### src/rtl/flag_pkg.sv
// rtl/flag_pkg.sv - shared flag word type and bit indices for the conditional-execution flag bus
// Flag word order {LT, GT, EQ, Z}; indices match the validator select codes.
package flag_pkg;

    typedef logic [3:0] flag_t;

    localparam int unsigned FLAG_Z  = 0;
    localparam int unsigned FLAG_EQ = 1;
    localparam int unsigned FLAG_GT = 2;
    localparam int unsigned FLAG_LT = 3;

endpackage

### src/rtl/flag_unit_if.sv
// rtl/flag_unit_if.sv - flag unit control/data bundle with driver and flag-unit modports
// master: ALU/control side driving operands and stack commands, reading flags/status.
// slave : flag unit receiving operands and commands, driving flags/status.
interface flag_unit_if #(
    parameter int DATA_WIDTH = 16
);
    import flag_pkg::*;

    logic                  update_en;
    logic [DATA_WIDTH-1:0] result;
    logic [DATA_WIDTH-1:0] operand_a;
    logic [DATA_WIDTH-1:0] operand_b;
    logic                  signed_cmp;
    logic                  flag_load_en;
    flag_t                 flag_load;
    logic                  push;
    logic                  pop;
    logic                  error_clr;
    logic                  zero_flag;
    logic                  equal_flag;
    logic                  greater_than_flag;
    logic                  less_than_flag;
    logic                  stack_empty;
    logic                  stack_full;
    logic                  stack_error;

    modport master (
        output update_en, result, operand_a, operand_b, signed_cmp,
               flag_load_en, flag_load, push, pop, error_clr,
        input  zero_flag, equal_flag, greater_than_flag, less_than_flag,
               stack_empty, stack_full, stack_error
    );

    modport slave (
        input  update_en, result, operand_a, operand_b, signed_cmp,
               flag_load_en, flag_load, push, pop, error_clr,
        output zero_flag, equal_flag, greater_than_flag, less_than_flag,
               stack_empty, stack_full, stack_error
    );

endinterface

### src/rtl/flag_stack.sv
// rtl/flag_stack.sv - LIFO of flag words for interrupt/call save and restore
// Ports: clk, rst_n (async active-low); push, pop, wr_data (flags to save), error_clr;
//        top_data (entry at top of stack), pop_ok (pop accepted this cycle),
//        full, empty (decoded from registered pointer), error (sticky).
module flag_stack
    import flag_pkg::*;
#(
    parameter int STACK_DEPTH = 4
) (
    input  logic  clk,
    input  logic  rst_n,
    input  logic  push,
    input  logic  pop,
    input  flag_t wr_data,
    input  logic  error_clr,
    output flag_t top_data,
    output logic  pop_ok,
    output logic  full,
    output logic  empty,
    output logic  error
);

    localparam int ADDR_W = $clog2(STACK_DEPTH);
    localparam int PTR_W  = ADDR_W + 1;
    localparam logic [PTR_W-1:0]  DEPTH_P  = PTR_W'(STACK_DEPTH);
    localparam logic [PTR_W-1:0]  PTR_ONE  = PTR_W'(1);
    localparam logic [ADDR_W-1:0] ADDR_ONE = ADDR_W'(1);

    flag_t            mem [STACK_DEPTH];
    logic [PTR_W-1:0] ptr;
    logic             push_ok;
    logic             err_event;

    assign full  = (ptr == DEPTH_P);
    assign empty = (ptr == '0);

    // A simultaneous push and pop is treated as an error, so neither is accepted.
    assign push_ok   = push && !pop && !full;
    assign pop_ok    = pop && !push && !empty;
    assign err_event = (push && pop) || (push && !pop && full) || (pop && !push && empty);

    // When empty this index wraps, but pop_ok is low so the value is never used.
    assign top_data = mem[ptr[ADDR_W-1:0] - ADDR_ONE];

    always_ff @(posedge clk or negedge rst_n) begin
        if (!rst_n) begin
            ptr <= '0;
        end else if (push_ok) begin
            ptr <= ptr + PTR_ONE;
        end else if (pop_ok) begin
            ptr <= ptr - PTR_ONE;
        end
    end

    // Storage has no reset: contents below the pointer are the only ones ever read.
    always_ff @(posedge clk) begin
        if (push_ok) begin
            mem[ptr[ADDR_W-1:0]] <= wr_data;
        end
    end

    // A new error in the same cycle as a clear keeps the flag set.
    always_ff @(posedge clk or negedge rst_n) begin
        if (!rst_n) begin
            error <= 1'b0;
        end else if (err_event) begin
            error <= 1'b1;
        end else if (error_clr) begin
            error <= 1'b0;
        end
    end

endmodule

### src/rtl/flag_unit.sv
// rtl/flag_unit.sv - flag producer: compare logic, architectural flag register, flag stack
// Ports: clk, rst_n (async active-low); bus (flag_unit_if.slave) carrying operands,
//        update/load/push/pop/error_clr commands and the registered flag/stack status.
module flag_unit
    import flag_pkg::*;
#(
    parameter int DATA_WIDTH  = 16,
    parameter int STACK_DEPTH = 4
) (
    input  logic           clk,
    input  logic           rst_n,
    flag_unit_if.slave     bus
);

    flag_t flags_q;
    flag_t flags_calc;
    flag_t flags_next;
    flag_t stack_top;
    logic  pop_ok;

    always_comb begin
        flags_calc          = '0;
        flags_calc[FLAG_Z]  = (bus.result == '0);
        flags_calc[FLAG_EQ] = (bus.operand_a == bus.operand_b);
        if (bus.signed_cmp) begin
            flags_calc[FLAG_GT] = ($signed(bus.operand_a) > $signed(bus.operand_b));
            flags_calc[FLAG_LT] = ($signed(bus.operand_a) < $signed(bus.operand_b));
        end else begin
            flags_calc[FLAG_GT] = (bus.operand_a > bus.operand_b);
            flags_calc[FLAG_LT] = (bus.operand_a < bus.operand_b);
        end
    end

    // Accepted pop restores saved flags and overrides load/update; a rejected pop
    // falls through as if it were not requested.
    always_comb begin
        flags_next = flags_q;
        if (pop_ok) begin
            flags_next = stack_top;
        end else if (bus.flag_load_en) begin
            flags_next = bus.flag_load;
        end else if (bus.update_en) begin
            flags_next = flags_calc;
        end
    end

    always_ff @(posedge clk or negedge rst_n) begin
        if (!rst_n) begin
            flags_q <= '0;
        end else begin
            flags_q <= flags_next;
        end
    end

    // The stack always saves the pre-edge register, so push with load/update
    // stores the old flags while the register takes the new ones.
    flag_stack #(
        .STACK_DEPTH (STACK_DEPTH)
    ) u_stack (
        .clk       (clk),
        .rst_n     (rst_n),
        .push      (bus.push),
        .pop       (bus.pop),
        .wr_data   (flags_q),
        .error_clr (bus.error_clr),
        .top_data  (stack_top),
        .pop_ok    (pop_ok),
        .full      (bus.stack_full),
        .empty     (bus.stack_empty),
        .error     (bus.stack_error)
    );

    assign bus.zero_flag         = flags_q[FLAG_Z];
    assign bus.equal_flag        = flags_q[FLAG_EQ];
    assign bus.greater_than_flag = flags_q[FLAG_GT];
    assign bus.less_than_flag    = flags_q[FLAG_LT];

endmodule

### src/flat_wrapper.sv
// flat-port wrapper written by rule: the top's interface ports become plain ports
module flag_unit_flat import flag_pkg::*;
#(
    parameter int DATA_WIDTH  = 16,
    parameter int STACK_DEPTH = 4
)
  (clk, rst_n, bus_update_en, bus_result, bus_operand_a, bus_operand_b, bus_signed_cmp, bus_flag_load_en, bus_flag_load, bus_push, bus_pop, bus_error_clr, bus_zero_flag, bus_equal_flag, bus_greater_than_flag, bus_less_than_flag, bus_stack_empty, bus_stack_full, bus_stack_error);
  flag_unit_if #(.DATA_WIDTH(DATA_WIDTH)) bus_i ();
  input  logic clk;
  input  logic rst_n;
  input wire logic [$bits(bus_i.update_en)-1:0] bus_update_en;
  input wire logic [$bits(bus_i.result)-1:0] bus_result;
  input wire logic [$bits(bus_i.operand_a)-1:0] bus_operand_a;
  input wire logic [$bits(bus_i.operand_b)-1:0] bus_operand_b;
  input wire logic [$bits(bus_i.signed_cmp)-1:0] bus_signed_cmp;
  input wire logic [$bits(bus_i.flag_load_en)-1:0] bus_flag_load_en;
  input wire logic [$bits(bus_i.flag_load)-1:0] bus_flag_load;
  input wire logic [$bits(bus_i.push)-1:0] bus_push;
  input wire logic [$bits(bus_i.pop)-1:0] bus_pop;
  input wire logic [$bits(bus_i.error_clr)-1:0] bus_error_clr;
  output wire logic [$bits(bus_i.zero_flag)-1:0] bus_zero_flag;
  output wire logic [$bits(bus_i.equal_flag)-1:0] bus_equal_flag;
  output wire logic [$bits(bus_i.greater_than_flag)-1:0] bus_greater_than_flag;
  output wire logic [$bits(bus_i.less_than_flag)-1:0] bus_less_than_flag;
  output wire logic [$bits(bus_i.stack_empty)-1:0] bus_stack_empty;
  output wire logic [$bits(bus_i.stack_full)-1:0] bus_stack_full;
  output wire logic [$bits(bus_i.stack_error)-1:0] bus_stack_error;
  assign bus_i.update_en = bus_update_en;
  assign bus_i.result = bus_result;
  assign bus_i.operand_a = bus_operand_a;
  assign bus_i.operand_b = bus_operand_b;
  assign bus_i.signed_cmp = bus_signed_cmp;
  assign bus_i.flag_load_en = bus_flag_load_en;
  assign bus_i.flag_load = bus_flag_load;
  assign bus_i.push = bus_push;
  assign bus_i.pop = bus_pop;
  assign bus_i.error_clr = bus_error_clr;
  assign bus_zero_flag = bus_i.zero_flag;
  assign bus_equal_flag = bus_i.equal_flag;
  assign bus_greater_than_flag = bus_i.greater_than_flag;
  assign bus_less_than_flag = bus_i.less_than_flag;
  assign bus_stack_empty = bus_i.stack_empty;
  assign bus_stack_full = bus_i.stack_full;
  assign bus_stack_error = bus_i.stack_error;
  flag_unit #(.DATA_WIDTH(DATA_WIDTH), .STACK_DEPTH(STACK_DEPTH)) u_core (.clk(clk), .rst_n(rst_n), .bus(bus_i));
endmodule
### config.mk
export PLATFORM = sky130hd
export DESIGN_NAME = flag_unit_flat
export DESIGN_NICKNAME = d
export VERILOG_FILES = /design/src/rtl/flag_pkg.sv /design/src/rtl/flag_unit_if.sv /design/src/rtl/flag_stack.sv /design/src/rtl/flag_unit.sv /design/src/flat_wrapper.sv
export SDC_FILE = /design/constraint.sdc
export NUM_CORES = 1
export LEC_CHECK = 0
export CAP_MARGIN = 30
export CORE_MARGIN = 3
export CORE_UTILIZATION = 50
export DETAILED_ROUTE_END_ITERATION = 10
export DONT_BUFFER_PORTS = 1
export PLACE_DENSITY = 0.68
export REMOVE_ABC_BUFFERS = 1
export SLEW_MARGIN = 25
export SYNTH_ARGS = -nofsm -noshare
export SYNTH_HDL_FRONTEND = slang
export SYNTH_HIERARCHICAL = 1
export SYNTH_SLANG_ARGS = --single-unit
### constraint.sdc
create_clock -name clk -period 2.5 [get_ports clk]
set_clock_uncertainty 0.1 [all_clocks]
set_input_delay 0.25 -clock clk [delete_from_list [all_inputs] [get_ports clk]]
set_output_delay 0.25 -clock clk [all_outputs]
set_load 0.02 [all_outputs]
==> qor.json <==
{
  "status": {"value": "finished clean"},
  "first_global_vias": {"value": 1407},
  "synth_ff_type": {"value": "edfxtp_1"},
  "rows": {"value": 20},
  "hpwl": {"value": 3091, "unit": "µm"},
  "drtAntennaViolNets": {"value": 0},
  "clock_tree.buffer_depth": {"value": 2},
  "final_max_slew_viol_count": {"value": 0},
  "critical_path_class": {"value": "reg2reg"},
  "n_antenna_cell": {"value": 0},
  "path_cells": {"value": "inv_1, ha_1, and2_4, nor2_2, inv_1, fa_2, nor3b_1, a31oi_1, a22oi_1, o21ai_0"},
  "yosysWarnings": {"value": 6},
  "clock_tree_from_tritoncts": {"value": "done"},
  "tritoncts.num_buffers": {"value": 3},
  "worst-endpoint-required": {"value": 2.60, "unit": "ns"},
  "fraction_of_layout_instances_using_a_drive_strength_above_1": {"value": 15.12, "unit": "%"},
  "critPathLaunchType": {"value": "register"},
  "r2r-start": {"value": "u_core/u_stack/ptr[0]"},
  "numClockSinks": {"value": 24},
  "grt_max_degree": {"value": 17},
  "cts_setup_buffers": {"value": 0},
  "clk_pin_slew": {"value": 0.13, "unit": "ns"},
  "cts_root_buf": {"value": "clkbuf_4"},
  "synth_most_common_cell": {"value": "inv_1"},
  "detail_route.wirelength": {"value": 3702, "unit": "µm"},
  "cp_max_fo": {"value": 4},
  "critical-path-top-delay-family": {"value": "adder cells"},
  "gp_routability_congestion": {"value": 0.8601},
  "htree_levels": {"value": 1},
  "dieHeight": {"value": 65.04, "unit": "µm"},
  "first_pass_grt_wire_length": {"value": 6120, "unit": "µm"},
  "final.setup.tns": {"value": 0, "unit": "ns"},
  "rsz0062_at_grt": {"value": "no"},
  "power_leakage": {"value": 0.7887, "unit": "nW"},
  "postSynthCellCount": {"value": 166},
  "port-buffer-count": {"value": 0},
  "max_slew_margin": {"value": 69.60, "unit": "%"},
  "synth.cells.most_frequent": {"value": "inv_1 (21), ha_1 (20), edfxtp_1 (16), a21oi_1 (10)"},
  "finalSetupViolations": {"value": 0},
  "globalRoute.totalOverflow": {"value": 0},
  "firstDrtPassIters": {"value": 4},
  "area_inside_the_core_boundary": {"value": 3178, "unit": "µm²"},
  "finalCriticalPeriod": {"value": 2.332, "unit": "ns"},
  "drtIter0Drc": {"value": 31},
  "crit_path_frequent_cell": {"value": "inv_1"},
  "die-area": {"value": 4230, "unit": "µm²"},
  "rrSetupSlack": {"value": 0.17, "unit": "ns"},
  "io-pin-count": {"value": 67},
  "max-cap-violations": {"value": 0},
  "die_x": {"value": 65.04, "unit": "µm"},
  "power.density": {"value": 858.4, "unit": "nW/µm²"},
  "async_set_reset_flop_share_out_of_synthesis": {"value": 33.33, "unit": "%"},
  "insertion_delay": {"value": 0.32, "unit": "ns"},
  "global_route.usage.total": {"value": 18.84, "unit": "%"},
  "initial_utilization": {"value": 54.84, "unit": "%"},
  "timing_worst_slew_pin_value": {"value": 0.4545, "unit": "ns"},
  "max_stage_delay": {"value": 0.37, "unit": "ns"},
  "critical-path-slowest-cell": {"value": "dfrtp_1"},
  "finalHoldViolCount": {"value": 0},
  "min_path_type": {"value": "in2reg"},
  "crit_end": {"value": "u_core/u_stack/ptr[2]"},
  "postSynthAreaPerCell": {"value": 10.50, "unit": "µm²"},
  "synth-edff-count": {"value": 16},
  "timing.critical_path.buf_inv": {"value": 2},
  "layout.nets": {"value": 254},
  "timing.critical_path.depth": {"value": 10},
  "register_area_share_after_synthesis": {"value": 39.05, "unit": "%"},
  "worstSetupStartpoint": {"value": "u_core/u_stack/ptr[0]"},
  "ff_to_ff_path_depth": {"value": 10},
  "drcViolationCount": {"value": 0},
  "irDropWorstVdd": {"value": 693.2, "unit": "µV"},
  "timing.fmax": {"value": 428.8, "unit": "MHz"},
  "via_per_inst": {"value": 6.009},
  "antenna_found_initial": {"value": 0},
  "final.period_utilization": {"value": 93.28, "unit": "%"},
  "r2r_end": {"value": "u_core/u_stack/ptr[2]"},
  "overall_via_count_from_detail_route": {"value": 1298},
  "ys_top_cells_by_area": {"value": "edfxtp_1 (28%), ha_1 (14%), dfrtp_1 (11%)"},
  "synthToLayoutAreaGrowth": {"value": 8.327, "unit": "%"},
  "post_synth_instance_area": {"value": 1743, "unit": "µm²"},
  "preCtsSetupSlack": {"value": 0.09834, "unit": "ns"},
  "crit_end_element": {"value": "register"},
  "drt-wirelength-per-cell": {"value": 17.14, "unit": "µm"},
  "post_route_setup_slack": {"value": 0.1680, "unit": "ns"},
  "synth-seq-cells": {"value": 24},
  "worstPathArrival": {"value": 2.43, "unit": "ns"},
  "netlist-cell-type-count": {"value": 44},
  "synth_top_area_share": {"value": 27.57, "unit": "%"},
  "synthDominantAreaCellType": {"value": "edfxtp_1"}
}
## area by class of cell
class / instances / area, µm²
Clock buffer: 3 / 22.52
Clock inverter: 1 / 30.03
Fill cell: 290 / 1290
Inverter: 21 / 78.83
Multi-Input combinational cell: 116 / 960.9
Sequential cell: 24 / 680.7
Tap cell: 44 / 55.05
Timing Repair Buffer: 7 / 60.06
## through the flow
stage / hold slack, ns / area [µm²] / cells / power (mW) / utilization [%]
after CTS: 0.002715 / 1883 / 216 / 1.620 / 59.25
after global placement: -0.1453 / 1800 / 209 / 1.291 / 56.65
after floorplan: -0.1456 / 1715 / 161 / 1.133 / -
final: 0.006388 / 1888 / 216 / 1.621 / 59.41
after global routing: 0.003206 / 1888 / 216 / 1.737 / 59.41
after detailed placement: -0.1453 / 1800 / 209 / 1.330 / 56.65
## what timing repair did
action / in CTS / in global routing
endpoints found under the hold margin: 11 / 0
gates resized for setup: 0 / 2
hold buffers: 3 / 0
setup endpoints to repair: 0 / 2
## worst register-to-register path, cell delays in order, from the launching register on
cell and delay (ns):
dfrtp_1 0.37, inv_1 0.08, ha_1 0.23, and2_4 0.20, nor2_2 0.17, inv_1 0.08, fa_2 0.37, nor3b_1 0.21
a31oi_1 0.08, a22oi_1 0.20, o21ai_0 0.13
## worst min path at each step
| stage | to | from | cells after the start |
|---|---|---|---|
| 5_1_grt | u_core/u_stack/ptr[0] | bus_push | 2 |
| 3_5_place_dp | u_core/flags_q[0] | rst_n | 0 |
| 4_1_cts | u_core/u_stack/ptr[0] | bus_push | 2 |
| 3_3_place_gp | u_core/flags_q[0] | rst_n | 0 |
| 2_1_floorplan | u_core/flags_q[0] | rst_n | 0 |
| 6_report | u_core/u_stack/ptr[0] | bus_push | 2 |
## where the power goes
group / internal (mW) / switching [mW] / total (mW)
clock: 0.162 / 0.123 / 0.285
sequential: 0.534 / 0.115 / 0.649
combinational: 0.329 / 0.358 / 0.687
## kinds of logic (layout without fill, tap and decap cells)
group	Yosys count	in the layout	share of synthesized area, %
AOI/OAI and AO/OA	33	33	12.63
xor gates and xnor gates	1	1	0.5026
adders and majority gates	21	21	15.51
buffers and inverters	26	32	6.102
DFF	24	24	39.05
muxes	8	8	7.610
and+or+nand+nor	53	53	18.59
## placed cells by master, fill, tap and decap left out, drive strengths merged, types with 2 or more instances in the layout
cell type,netlist,routed
dfrtp,8,8
nor2,9,9
mux4,4,4
nand2b,4,4
a22oi,4,4
clkbuf,1,3
nand3,3,3
inv,21,21
o21ai,6,6
a31oi,2,2
and2,4,4
nor3b,2,2
mux2,2,2
nor4,6,6
nand4,6,6
ha,20,20
dlygate4sd3,0,3
edfxtp,16,16
nor2b,4,4
o211ai,2,2
nand2,9,9
buf,4,4
mux2i,2,2
nand3b,3,3
a21oi,12,12
## state kept, by name (all words and copies together), names as in the netlist
name and cells:
u_core/u_stack/ptr 3, u_core/u_stack/mem 16, u_core/u_stack/error 1, u_core/flags_q 4
## layer usage
layer | GRT usage (%) | share of wire (%) | up-vias
met2 | 36.40 | 53 | 50
met3 | 4.506 | 6.8 | 6
li1 | - | - | 624
met5 | 0 | 0 | -
met4 | 4.663 | 1.3 | 0
met1 | 20.34 | 39 | 618
(Power assumes the default switching activity.)
==> RTL edit (config.mk and constraints unchanged) <==
Put a register stage on the output `bus.less_than_flag`. The value now appears one clock later.
--- a/src/rtl/flag_unit.sv
+++ b/src/rtl/flag_unit.sv
@@ -74,5 +74,7 @@
     assign bus.equal_flag        = flags_q[FLAG_EQ];
     assign bus.greater_than_flag = flags_q[FLAG_GT];
-    assign bus.less_than_flag    = flags_q[FLAG_LT];
+    always_ff @(posedge clk) begin
+        bus.less_than_flag <= flags_q[FLAG_LT];
+    end
 
 endmodule
Check against the original RTL: not equivalent (a bounded check fails within 4 cycles, from zero or initial values and one cycle with rst_n low).
==> RTL edit against the original RTL <==
- design area shrank 0.53%
- worst setup slack gained 40 ps
- final cell count is 0.46% higher
- maximum frequency is 1.7% higher
- critical path depth is the same
- utilization fell by 0.78 points
- combinational power is 3% lower
- sequential cell count up 1
- wire length rose by 0.97%
- global-route usage increased by 0.22 points
- area after synthesis is 1.1% higher
- total power shrank 6.7%
- critical path type unchanged
- largest power group is now registers
==> RTL edit: results (changes against the original RTL) <==
metric	value	unit	change
synth_edf_count	16		unchanged
synthArstFlopShare	0.320		-0.0133
synth_warnings	6		unchanged
worstPathMaxFanout	4		unchanged
vdd_drop_max	0.000649	V	-6.4%
seq_area_frac_synth	0.397		+0.00692
clock_latency	320	ps	about the same
synthFlopType	edfxtp_1		
numPortBuffers	0		unchanged
clockBufferDepth	2		unchanged
whs_path_depth	2		unchanged
place_congestion	0.805		-6.4%
grt_use_total	0.191		+0.00221
path_clk_slew	130	ps	about the same
cp-startpoint	u_core/u_stack/ptr[0]		
status	finished clean		
drive_above_1_share	0.139		-0.0124
leakagePower	0.788	nW	-0.12%
root_buffer	clkbuf_4		
min_from	bus_push		
synth_common_cells	21 x inv_1, 20 x ha_1, 16 x edfxtp_1, 10 x a21oi_1		
relSlewSlack	0.685		-0.0114
antenna_cells	0		unchanged
first_global_vias	1357		-3.6%
drt-initial-drc-count	30		-3.2%
cp_data_arrival_time	2410	ps	-20 ps
largest_reg_flops	16		unchanged
grt_max_degree	17		unchanged
yosysUniqueCellTypes	45		+2.3%
routed_wl	3740	microns	+0.97%
min_path_type	in2reg		
drtPass1Iterations	4		unchanged
nets	255		+0.39%
synthTopCellsByArea	edfxtp_1 27%, ha_1 14%, dfrtp_1 11%		
grt_pass1_wl	6300	microns	+2.9%
via_count	1300		+0.15%
cts.htree.levels	1		unchanged
place_hpwl	3050	microns	-1.4%
cts_buffers	3		unchanged
r2r_cells	10		unchanged
placed_area	1820	sq um	+1.1%
antenna_found_initial	0		unchanged
[RTL edit: logic make-up after synthesis]
| family | count (synthesis) | share of synthesized area |
|---|---|---|
| AOI/OAI and AO/OA | 33 | 0.125 |
| xor gates and xnor gates | 1 | 0.00497 |
| DFF | 25 | 0.397 |
| and+or+nand+nor | 53 | 0.184 |
| muxes | 8 | 0.0752 |
| adders and majority gates | 21 | 0.153 |
| buffers and inverters | 26 | 0.0603 |
[RTL edit: final cells by class]
| class | count | area [sq um] |
|---|---|---|
| clock buffers | 3 | 22.5 |
| clock inverters | 1 | 5.00 |
| fillers | 282 | 1330 |
| inverters | 21 | 78.8 |
| multi-input cells | 116 | 956 |
| flip-flops and latches | 25 | 701 |
| well taps | 44 | 55.1 |
| repair buffers | 7 | 60.1 |
[RTL edit: worst paths after layout]
kind	endpoint	slack [ps]
setup / recovery	u_core/u_stack/ptr[2]	210
hold / removal	u_core/u_stack/ptr[0]	30
setup reg to reg	u_core/u_stack/ptr[2]	210
hold reg to reg	u_core/bus.less_than_flag	400
max in group asynchronous	u_core/flags_q[0]	1800
min in group asynchronous	u_core/u_stack/error	190
[RTL edit: critical path, cell delays in order, from the launching register on]
cell	delay [ps]
dfrtp_1	370
inv_1	80
ha_1	230
and2_4	200
nor2_1	190
inv_1	80
fa_1	420
nor3b_1	200
a31oi_1	60
a22oi_1	170
o21ai_0	100
[RTL edit: per-layer routing]
metal / GRT usage / share of wire / wire length, microns
met3: 0.0462 / 0.047 / 176
met4: 0.0259 / 0.0029 / 11
met5: 0 / 0 / 0
met1: 0.231 / 0.42 / 1580
met2: 0.349 / 0.53 / 1970
[RTL edit: where the power goes]
part / switching, mW / leakage, nW / internal [mW]
logic: 0.347 / 0.519 / 0.321
registers: 0.112 / 0.251 / 0.556
clock network: 0.116 / 0.0177 / 0.0599
total: 0.575 / 0.788 / 0.936
[RTL edit: through the flow]
step                      cells  setup WS (ps)
after CTS                   217            204
after global routing        217           37.6
after floorplan             162           10.4
final                       217            208
after detailed placement    210            223
after global placement      210            321
[RTL edit: repair_timing]
item | 4_1_cts | 5_1_grt
endpoints found under the hold margin | 11 | 0
gates resized for setup | 0 | 0
setup buffers | 0 | 0
hold buffers | 3 | 0
